**src/rtl/score_engine_if.sv**
```systemverilog
// Landing-result / score bus between the landing detector, score_engine and the display.
// Also supplies the default building colour codes when parameter.v is not in the build.
`ifndef RED
`define RED    2'd0
`endif
`ifndef YELLOW
`define YELLOW 2'd1
`endif
`ifndef GREEN
`define GREEN  2'd2
`endif
`ifndef BLUE
`define BLUE   2'd3
`endif

interface score_engine_if #(
    parameter int SCORE_W   = 12,
    parameter int COMBO_MAX = 4
);
    localparam int CW = $clog2(COMBO_MAX + 1);

    logic               start;
    logic               c_En;
    logic               on_second;
    logic               middle;
    logic               fell;
    logic [1:0]         color;
    logic [SCORE_W-1:0] score;
    logic [SCORE_W-1:0] last_add;
    logic               add_valid;
    logic [CW-1:0]      combo;
    logic               saturated;
    logic               game_over;
    logic [SCORE_W-1:0] hi_score;

    modport master (
        output start, c_En, on_second, middle, fell, color,
        input  score, last_add, add_valid, combo, saturated, game_over, hi_score
    );

    modport slave (
        input  start, c_En, on_second, middle, fell, color,
        output score, last_add, add_valid, combo, saturated, game_over, hi_score
    );
endinterface

```
**src/rtl/score_engine.sv**
```systemverilog
// Game score accumulator: colour-weighted jumps, centre-hit combo bonus, saturating score.
// Optional best-score register enabled by defining SCORE_HISCORE_EN.
module score_engine #(
    parameter int SCORE_W   = 12,
    parameter int COMBO_MAX = 4,
    parameter int W_RED     = 20,
    parameter int W_YELLOW  = 10,
    parameter int W_GREEN   = 5,
    parameter int W_BLUE    = 1
) (
    input logic           clk,
    input logic           rst,
    score_engine_if.slave bus
);
    localparam int CW = $clog2(COMBO_MAX + 1);
    localparam logic [SCORE_W-1:0] WR = SCORE_W'(W_RED);
    localparam logic [SCORE_W-1:0] WY = SCORE_W'(W_YELLOW);
    localparam logic [SCORE_W-1:0] WG = SCORE_W'(W_GREEN);
    localparam logic [SCORE_W-1:0] WB = SCORE_W'(W_BLUE);
    localparam logic [CW-1:0]      CMAX = CW'(COMBO_MAX);

    typedef enum logic [1:0] {IDLE, PLAY, OVER} state_t;

    state_t             state_q;
    logic [SCORE_W-1:0] score_q, last_add_q;
    logic [CW-1:0]      combo_q;
    logic               add_valid_q, sat_q;

    logic [CW-1:0]      combo_d;
    logic [SCORE_W-1:0] add_d, score_d;
    logic               clamp_d;

    function automatic logic [SCORE_W-1:0] base_pts(input logic [1:0] c);
        case (c)
            `RED:    return WR;
            `YELLOW: return WY;
            `GREEN:  return WG;
            default: return WB;
        endcase
    endfunction

    // Returns {clamp_flag, value}; the sum is formed one bit wider to catch the carry.
    function automatic logic [SCORE_W:0] sat_add(input logic [SCORE_W-1:0] a,
                                                 input logic [SCORE_W-1:0] b);
        logic [SCORE_W:0] s;
        s = {1'b0, a} + {1'b0, b};
        if (s[SCORE_W]) return {1'b1, {SCORE_W{1'b1}}};
        return s;
    endfunction

    always_comb begin
        combo_d = '0;
        if (bus.middle)
            combo_d = (combo_q >= CMAX) ? CMAX : combo_q + CW'(1);
        add_d              = base_pts(bus.color) + (SCORE_W'(combo_d) << 1);
        {clamp_d, score_d} = sat_add(score_q, add_d);
    end

`ifdef SCORE_HISCORE_EN
    logic [SCORE_W-1:0] hi_q;
    always_ff @(posedge clk) begin
        if (!rst)
            hi_q <= '0;
        else if (state_q == PLAY && !bus.start && bus.c_En && bus.fell && score_q > hi_q)
            hi_q <= score_q;
    end
    assign bus.hi_score = hi_q;
`else
    assign bus.hi_score = '0;
`endif

    always_ff @(posedge clk) begin
        if (!rst) begin
            state_q     <= IDLE;
            score_q     <= '0;
            last_add_q  <= '0;
            combo_q     <= '0;
            add_valid_q <= 1'b0;
            sat_q       <= 1'b0;
        end else begin
            add_valid_q <= 1'b0;
            if (bus.start) begin
                // start wins over any landing result in the same cycle
                state_q    <= PLAY;
                score_q    <= '0;
                last_add_q <= '0;
                combo_q    <= '0;
                sat_q      <= 1'b0;
            end else if (state_q == PLAY && bus.c_En) begin
                if (bus.fell) begin
                    state_q <= OVER;
                    combo_q <= '0;
                end else if (bus.on_second) begin
                    combo_q     <= combo_d;
                    last_add_q  <= add_d;
                    score_q     <= score_d;
                    sat_q       <= sat_q | clamp_d;
                    add_valid_q <= 1'b1;
                end
            end
        end
    end

    assign bus.score     = score_q;
    assign bus.last_add  = last_add_q;
    assign bus.add_valid = add_valid_q;
    assign bus.combo     = combo_q;
    assign bus.saturated = sat_q;
    assign bus.game_over = (state_q == OVER);
endmodule
```
**src/flat_wrapper.sv**
```systemverilog
// flat-port wrapper written by rule: the top's interface ports become plain ports
module score_engine_flat 
#(
    parameter int SCORE_W   = 12,
    parameter int COMBO_MAX = 4,
    parameter int W_RED     = 20,
    parameter int W_YELLOW  = 10,
    parameter int W_GREEN   = 5,
    parameter int W_BLUE    = 1
)
  (clk, rst, bus_start, bus_c_En, bus_on_second, bus_middle, bus_fell, bus_color, bus_score, bus_last_add, bus_add_valid, bus_combo, bus_saturated, bus_game_over, bus_hi_score);
  score_engine_if #(.SCORE_W(SCORE_W), .COMBO_MAX(COMBO_MAX)) bus_i ();
  input logic clk;
  input logic rst;
  input wire logic [$bits(bus_i.start)-1:0] bus_start;
  input wire logic [$bits(bus_i.c_En)-1:0] bus_c_En;
  input wire logic [$bits(bus_i.on_second)-1:0] bus_on_second;
  input wire logic [$bits(bus_i.middle)-1:0] bus_middle;
  input wire logic [$bits(bus_i.fell)-1:0] bus_fell;
  input wire logic [$bits(bus_i.color)-1:0] bus_color;
  output wire logic [$bits(bus_i.score)-1:0] bus_score;
  output wire logic [$bits(bus_i.last_add)-1:0] bus_last_add;
  output wire logic [$bits(bus_i.add_valid)-1:0] bus_add_valid;
  output wire logic [$bits(bus_i.combo)-1:0] bus_combo;
  output wire logic [$bits(bus_i.saturated)-1:0] bus_saturated;
  output wire logic [$bits(bus_i.game_over)-1:0] bus_game_over;
  output wire logic [$bits(bus_i.hi_score)-1:0] bus_hi_score;
  assign bus_i.start = bus_start;
  assign bus_i.c_En = bus_c_En;
  assign bus_i.on_second = bus_on_second;
  assign bus_i.middle = bus_middle;
  assign bus_i.fell = bus_fell;
  assign bus_i.color = bus_color;
  assign bus_score = bus_i.score;
  assign bus_last_add = bus_i.last_add;
  assign bus_add_valid = bus_i.add_valid;
  assign bus_combo = bus_i.combo;
  assign bus_saturated = bus_i.saturated;
  assign bus_game_over = bus_i.game_over;
  assign bus_hi_score = bus_i.hi_score;
  score_engine #(.SCORE_W(SCORE_W), .COMBO_MAX(COMBO_MAX), .W_RED(W_RED), .W_YELLOW(W_YELLOW), .W_GREEN(W_GREEN), .W_BLUE(W_BLUE)) u_core (.clk(clk), .rst(rst), .bus(bus_i));
endmodule
```
**config.mk**
```make
export PLATFORM = sky130hd
export DESIGN_NAME = score_engine_flat
export DESIGN_NICKNAME = d
export VERILOG_FILES = /design/src/rtl/score_engine_if.sv /design/src/rtl/score_engine.sv /design/src/flat_wrapper.sv
export SDC_FILE = /design/constraint.sdc
export NUM_CORES = 1
export LEC_CHECK = 0
export ABC_AREA = 1
export BUFFER_PORTS_ARGS = -buffer_cell sky130_fd_sc_hd__buf_4
export CORE_MARGIN = 2
export CORE_UTILIZATION = 51
export CTS_BUF_LIST = sky130_fd_sc_hd__clkbuf_16
export DETAILED_ROUTE_END_ITERATION = 10
export PLACE_DENSITY = 0.79
export SYNTH_ARGS = -nofsm -noshare
export SYNTH_HDL_FRONTEND = slang
export SYNTH_SLANG_ARGS = --single-unit
```
**constraint.sdc**
```tcl
create_clock -name clk -period 3.6 [get_ports clk]
set_clock_uncertainty 0.15 [all_clocks]
set_input_delay 0.72 -clock clk [delete_from_list [all_inputs] [get_ports clk]]
set_output_delay 0.72 -clock clk [all_outputs]
set_load 0.02 [all_outputs]
```
Yosys cells after proc, flatten, opt, wreduce, memory -nomap -nowiden
Cells that the tools add are included.
{ "totals": {"input_bits": 9, "out_inout_bits": 42, "reg_bits": 31, "wordCells": 42} }
{ "op_classes": {"eq_ne": 4, "add_sub_neg": 3, "mux": 12, "reduce_logical": 11, "order_cmp": 1, "n_bitwise": 4} }
{ "ops": {"columns": ["cell", "n"], "rows": [
  ["13-bit two-way mux", 2],
  ["5-bit case mux with 3 select lines", 1],
  ["12-bit by 12-bit adder with 13-bit output", 1],
  ["3-bit two-way mux", 4],
  ["5-bit by 4-bit adder with 6-bit output", 1],
  ["2-bit AND reduction", 3],
  ["2-bit nonzero test", 3],
  ["1-bit two-way mux", 5],
  ["2-bit by 1-bit equality test with 1-bit output (second input constant)", 2],
  ["2-bit equality test (second input constant)", 2],
  ["4-bit OR reduction", 1],
  ["3-bit by 1-bit adder with 3-bit output (second input constant)", 1],
  ["3-bit greater-or-equal comparator (second input constant)", 1],
  ["1-bit NOT", 3],
  ["3-bit AND reduction", 1],
  ["2-bit logical NOT", 1],
  ["2-bit OR reduction", 1],
  ["1-bit logical AND", 1],
  ["1-bit bitwise OR", 1]
]} }

Longest topological paths before layout
{ "depth": {"depth_word": 8, "ltp_mapped": 19, "mapped_depth_nobuf": 19} }

Least setup slack after synthesis
OpenSTA, ideal clock, no wires.
{ "synth_path": {"kind": "input to register", "startpoint": "in bus_color[0]", "endpoint": "reg u_core.score_q[2], in the netlist u_core.bus.score[2]", "arrival_ns": 2.632, "cell_stages": 15, "path_buffers": 0, "required_ns": 3.334, "setup_slack_ns": 0.702, "setup_ns": 0.116, "cell_sequence": "inv_1 nor2_1 ha_1 fa_1 nand2_1 nand2_1 nand2_1 inv_1 ha_1 a21oi_1 nand3_2 nand2_2 nand3_1 o211ai_1 inv_1"} }
{ "synth_via": {"elab_chain_len": 6, "word_cells_on_any_way": 8, "cone_classes": "add/sub: 2; eq/ne: 2; mux: 3; reduce/logical: 1"} }
{ "synth_lines": {"columns": ["item", "line", "source"], "rows": [
  ["start: declaration", "flat_wrapper.sv:20", "input wire logic [$bits(bus_i.color)-1:0] bus_color;"],
  ["2-bit equality test (tied with other cells)", "score_engine.sv:34", "case (c)"],
  ["5-bit case mux with 3 select lines (*)", "score_engine.sv:34", null],
  ["5-bit by 4-bit adder with 6-bit output (*)", "score_engine.sv:55", "add_d = base_pts(bus.color) + (SCORE_W'(combo_d) << 1);"],
  ["named net u_core.add_d[5]", "score_engine.sv:30", "logic [SCORE_W-1:0] add_d, score_d;"],
  ["12-bit by 12-bit adder with 13-bit output (*)", "score_engine.sv:46", "s = {1'b0, a} + {1'b0, b};"],
  ["1-bit two-way mux (*)", "score_engine.sv:47", "if (s[SCORE_W]) return {1'b1, {SCORE_W{1'b1}}};"],
  ["13-bit two-way mux (*)", "score_engine.sv:48", "return s;"],
  ["end signal: assignment", "score_engine.sv:96", "score_q <= score_d;"],
  ["end: declaration", "score_engine.sv:25", "logic [SCORE_W-1:0] score_q, last_add_q;"]
]} }
Mark *: on every way through the listed nets, which the timed path passes. The rest lies on a longest branch.
A chain may end at the register's enable or synchronous reset.

Final worst setup path
Ends and elaborated chain as after synthesis.

==> impl_summary.log <==
INFO  metric crit_type = in2reg
INFO  metric io_pins = 51
INFO  metric postCtsHoldBufs = 0
INFO  metric grt.busiest_layer = met2
INFO  metric gr-usage-all-layers = 19.0%
INFO  metric cts.reportedPaths.clkPinSlew = 0.06 ns
INFO  metric grtUsageMet1 = 25.5%
INFO  metric initial_utilization = 54.4%
INFO  metric min_delay_path_class = reg2reg
INFO  metric routed_wire_length_per_instance = 10.6 µm
INFO  metric drv_slew = 0
INFO  metric post_route_cells_drive_above_1_share = 19.9%
INFO  metric critical_path.slowest_cell = sky130_fd_sc_hd__fa_1
INFO  metric synth_area_leaders = sky130_fd_sc_hd__dfxtp_1, sky130_fd_sc_hd__nand2_1, sky130_fd_sc_hd__ha_1
INFO  metric placement.setup.worst_slack = 0.377 ns
INFO  metric timing.final.crit_period = 3.01 ns
INFO  metric hpwl = 2550 µm
INFO  metric synth_cell_types = 33
INFO  metric antenna_cells_inserted = 0
INFO  metric finish.net_count = 289
INFO  metric clk_path_buf_depth = 2
INFO  metric core_area = 3100 µm²
INFO  metric switching_power_share_of_the_total = 24.2%
INFO  metric drv.max_cap_violation_count = 0
INFO  metric clkLatencyLatePin = 0.26 ns
INFO  metric cts.sinks = 25
INFO  metric crit_path_max_fanout = 5
INFO  metric buffer_ports.inserted = 32
INFO  metric number_of_endpoints_with_negative_hold_slack_in_the_final_report = 0
INFO  metric global_route.overflow_total = 0
INFO  metric drt-vias-per-instance = 4.68
INFO  metric cts_root_buf = sky130_fd_sc_hd__clkbuf_16
INFO  metric fin_tns_setup = 0 ns
INFO  metric grt_start_max_net_pins = 19
INFO  metric finalWirelength = 3290 µm
INFO  metric place.gp.congestion = 0.860
INFO  metric number_of_flip_flops_and_latches_in_the_synthesized_netlist = 25
INFO  metric mappedNetlistArea = 1690 µm²
INFO  metric critPathCaptureType = flip-flop
INFO  metric final_common_cell = sky130_fd_sc_hd__nand2_1
INFO  metric prevailing_post_synth_register_cell = sky130_fd_sc_hd__dfxtp_1
INFO  metric power.density_cell_area = 301 nW/µm²
INFO  metric die_area = 3790 µm²
INFO  metric cell_internal_pwr = 450 µW
INFO  metric worstSetupStartpointType = primary input
INFO  metric cts_buffers = 3
INFO  metric detail_route.iter0.violations = 47
INFO  metric final_cell_mix = sky130_fd_sc_hd__nand2_1, sky130_fd_sc_hd__inv_1, sky130_fd_sc_hd__buf_4
INFO  metric timing.critical_path.required = 3.60 ns
INFO  metric synthCells = 234
INFO  metric async_flop_share = 0%
INFO  metric die_width = 61.6 µm
INFO  metric drc_errors = 0
INFO  metric fillCellCount = 298
INFO  metric final_min_period_over_clock_period = 83.6%
INFO  metric global_route.usage.met2 = 31.4%
INFO  metric power_switching = 143 µW
INFO  metric grt_antenna_before_repair = 0
INFO  metric htree_levels = 1
INFO  metric cts_resized = 0
INFO  metric power_frac_seq = 47.4%
INFO  metric met3_usage = 1.89%
INFO  metric vias = 1450
INFO  metric combinationalPowerShare = 12.1%
INFO  metric cts_tree = done
INFO  metric critical_path.n_buffers_inverters = 4
INFO  metric grt_first_pass_wirelength = 5390 µm
INFO  metric power_frac_clock = 40.5%
INFO  metric final.setup.worst_slack = 0.589 ns
INFO  metric yosysSeqAreaShare = 29.6%
INFO  metric yosysWarningCount = 0
INFO  metric critical-path-max-stage-delay = 0.41 ns
INFO  metric grt_pass1_vias = 1255
INFO  metric setup_viol = 0
INFO  metric worst_path_dominant_cell_family = adder cells
INFO  metric route.antenna.remaining_nets = 0
INFO  metric vdd_drop_max = 0.149 mV
INFO  metric setup_repair_after_global_routing_missed_its_margin = no
INFO  metric first_pass_drt_iterations = 4
INFO  metric netlist.top_cell.by_area = sky130_fd_sc_hd__dfxtp_1
INFO  metric synth_largest_type_area_fraction = 29.6%
INFO  metric flow.area_growth_from_synthesis = 16.5%
INFO  metric worstPathArrival = 3.02 ns
INFO  metric std_cell_rows = 20
INFO  metric fmaxAchievable = 332 MHz
INFO  metric number_of_setup_buffers_added_after_cts = 0
INFO  metric synth_edf_count = 0
INFO  metric status = finished clean
INFO  metric floorplan.die.height = 61.6 µm
INFO  metric crit_path_cell_trace = buf_4 > inv_1 > nor2_1 > ha_1 > fa_1 > nand2_1 > nand2_1 > nand2_1 > inv_1 > ha_1 > a21oi_1 > nand3_2 > nand2_2 > nand3_1 > o211ai_1 > inv_1
INFO  metric synth_area_per_cell = 7.22 µm²
INFO  metric p_leak = 0.00106 µW
INFO  metric finalHoldWorstSlack = 0.303 ns
-- synthesized netlist by cell type, types with 2 or more instances --
master / n
sky130_fd_sc_hd__a21oi_1: 9
sky130_fd_sc_hd__buf_4: 18
sky130_fd_sc_hd__buf_6: 2
sky130_fd_sc_hd__dfxtp_1: 25
sky130_fd_sc_hd__fa_1: 2
sky130_fd_sc_hd__ha_1: 11
sky130_fd_sc_hd__inv_1: 33
sky130_fd_sc_hd__inv_2: 3
sky130_fd_sc_hd__mux2i_1: 2
sky130_fd_sc_hd__nand2_1: 41
sky130_fd_sc_hd__nand2_2: 5
sky130_fd_sc_hd__nand3_1: 18
sky130_fd_sc_hd__nor2_1: 27
sky130_fd_sc_hd__nor2_4: 3
sky130_fd_sc_hd__o21ai_0: 11
sky130_fd_sc_hd__o21ai_1: 4
sky130_fd_sc_hd__xnor2_1: 2
sky130_fd_sc_hd__xor2_1: 3
-- path summary, 6_finish.rpt --
check / cells after the start / to / slack (ns) / start
worst max-delay path: 16 / u_core.bus.score[2] / 0.59 / bus_color[0]
worst min-delay path: 2 / u_core.bus.saturated / 0.30 / u_core.bus.saturated
worst max register to register: 16 / u_core.bus.score[2] / 0.60 / u_core.bus.combo[0]
worst min register to register: 2 / u_core.bus.saturated / 0.30 / u_core.bus.saturated
-- per-layer routing --
metal | vias up | part of all wire [%]
met3 | 5 | 4.6
li1 | 769 | -
met2 | 37 | 45
met4 | 0 | 1.6
met5 | - | 0
met1 | 639 | 48
-- worst reg2reg max path, stage by stage, from the launching register on --
cell                       delay, ns
sky130_fd_sc_hd__dfxtp_1        0.41
sky130_fd_sc_hd__inv_1          0.06
sky130_fd_sc_hd__ha_1           0.29
sky130_fd_sc_hd__nand2_1        0.09
sky130_fd_sc_hd__inv_1          0.08
sky130_fd_sc_hd__fa_1           0.46
sky130_fd_sc_hd__nand2_1        0.08
sky130_fd_sc_hd__nand2_1        0.05
sky130_fd_sc_hd__nand2_1        0.08
sky130_fd_sc_hd__inv_1          0.05
sky130_fd_sc_hd__ha_1           0.34
sky130_fd_sc_hd__a21oi_1        0.21
sky130_fd_sc_hd__nand3_2        0.18
sky130_fd_sc_hd__nand2_2        0.15
sky130_fd_sc_hd__nand3_1        0.08
sky130_fd_sc_hd__o211ai_1       0.09
sky130_fd_sc_hd__inv_1          0.05
-- cell families (layout without fill, tap and decap cells) --
| kind of cell | Yosys count | after routing | share of synthesized area, % |
|---|---|---|---|
| xor gates and xnor gates | 5 | 5 | 2.59 |
| adders and majority gates | 13 | 13 | 10.5 |
| buffers and inverters | 59 | 74 | 18.1 |
| AOI/OAI and AO/OA | 29 | 29 | 9.70 |
| muxes | 2 | 2 | 1.19 |
| DFF | 25 | 25 | 29.6 |
| other | 1 | 18 | 0.222 |
| and+or+nand+nor | 100 | 100 | 28.0 |
-- registers in the layout, indices dropped and copies added (netlist names) --
name                  cells
u_core.bus.score         12
u_core.bus.saturated      1
u_core.bus.add_valid      1
u_core.state_q            2
u_core.bus.combo          3
u_core.bus.last_add       6
-- final cells by class --
| class | instances | area [µm²] | area share (%) |
|---|---|---|---|
| clock inverters | 1 | 3.75 | 0.191 |
| repair buffers | 33 | 248 | 12.6 |
| flip-flops and latches | 25 | 500 | 25.4 |
| inverters | 37 | 140 | 7.12 |
| well taps | 44 | 55.1 | 2.80 |
| clock buffers | 3 | 75.1 | 3.81 |
| multi-input cells | 167 | 946 | 48.1 |
-- per-stage QoR --
stage	utilization (%)	instance area, µm²	cells	power, µW
after global routing	63.4	1970	310	622
after floorplan	-	1750	251	355
after detailed placement	60.9	1890	306	358
final	63.4	1970	310	593
after CTS	63.4	1970	310	597
after global placement	60.9	1890	306	357
-- power by group through the flow --
stage | registers [µW] | clock network, µW | logic [µW]
2_1_floorplan | 289 | 0 | 66.2
3_5_place_dp | 287 | 0 | 70.6
5_1_grt | 281 | 260 | 80.4
6_report | 281 | 240 | 71.9
3_3_place_gp | 287 | 0 | 69.6
4_1_cts | 281 | 244 | 71.6
Note: power is estimated with default switching activity, not from simulation.
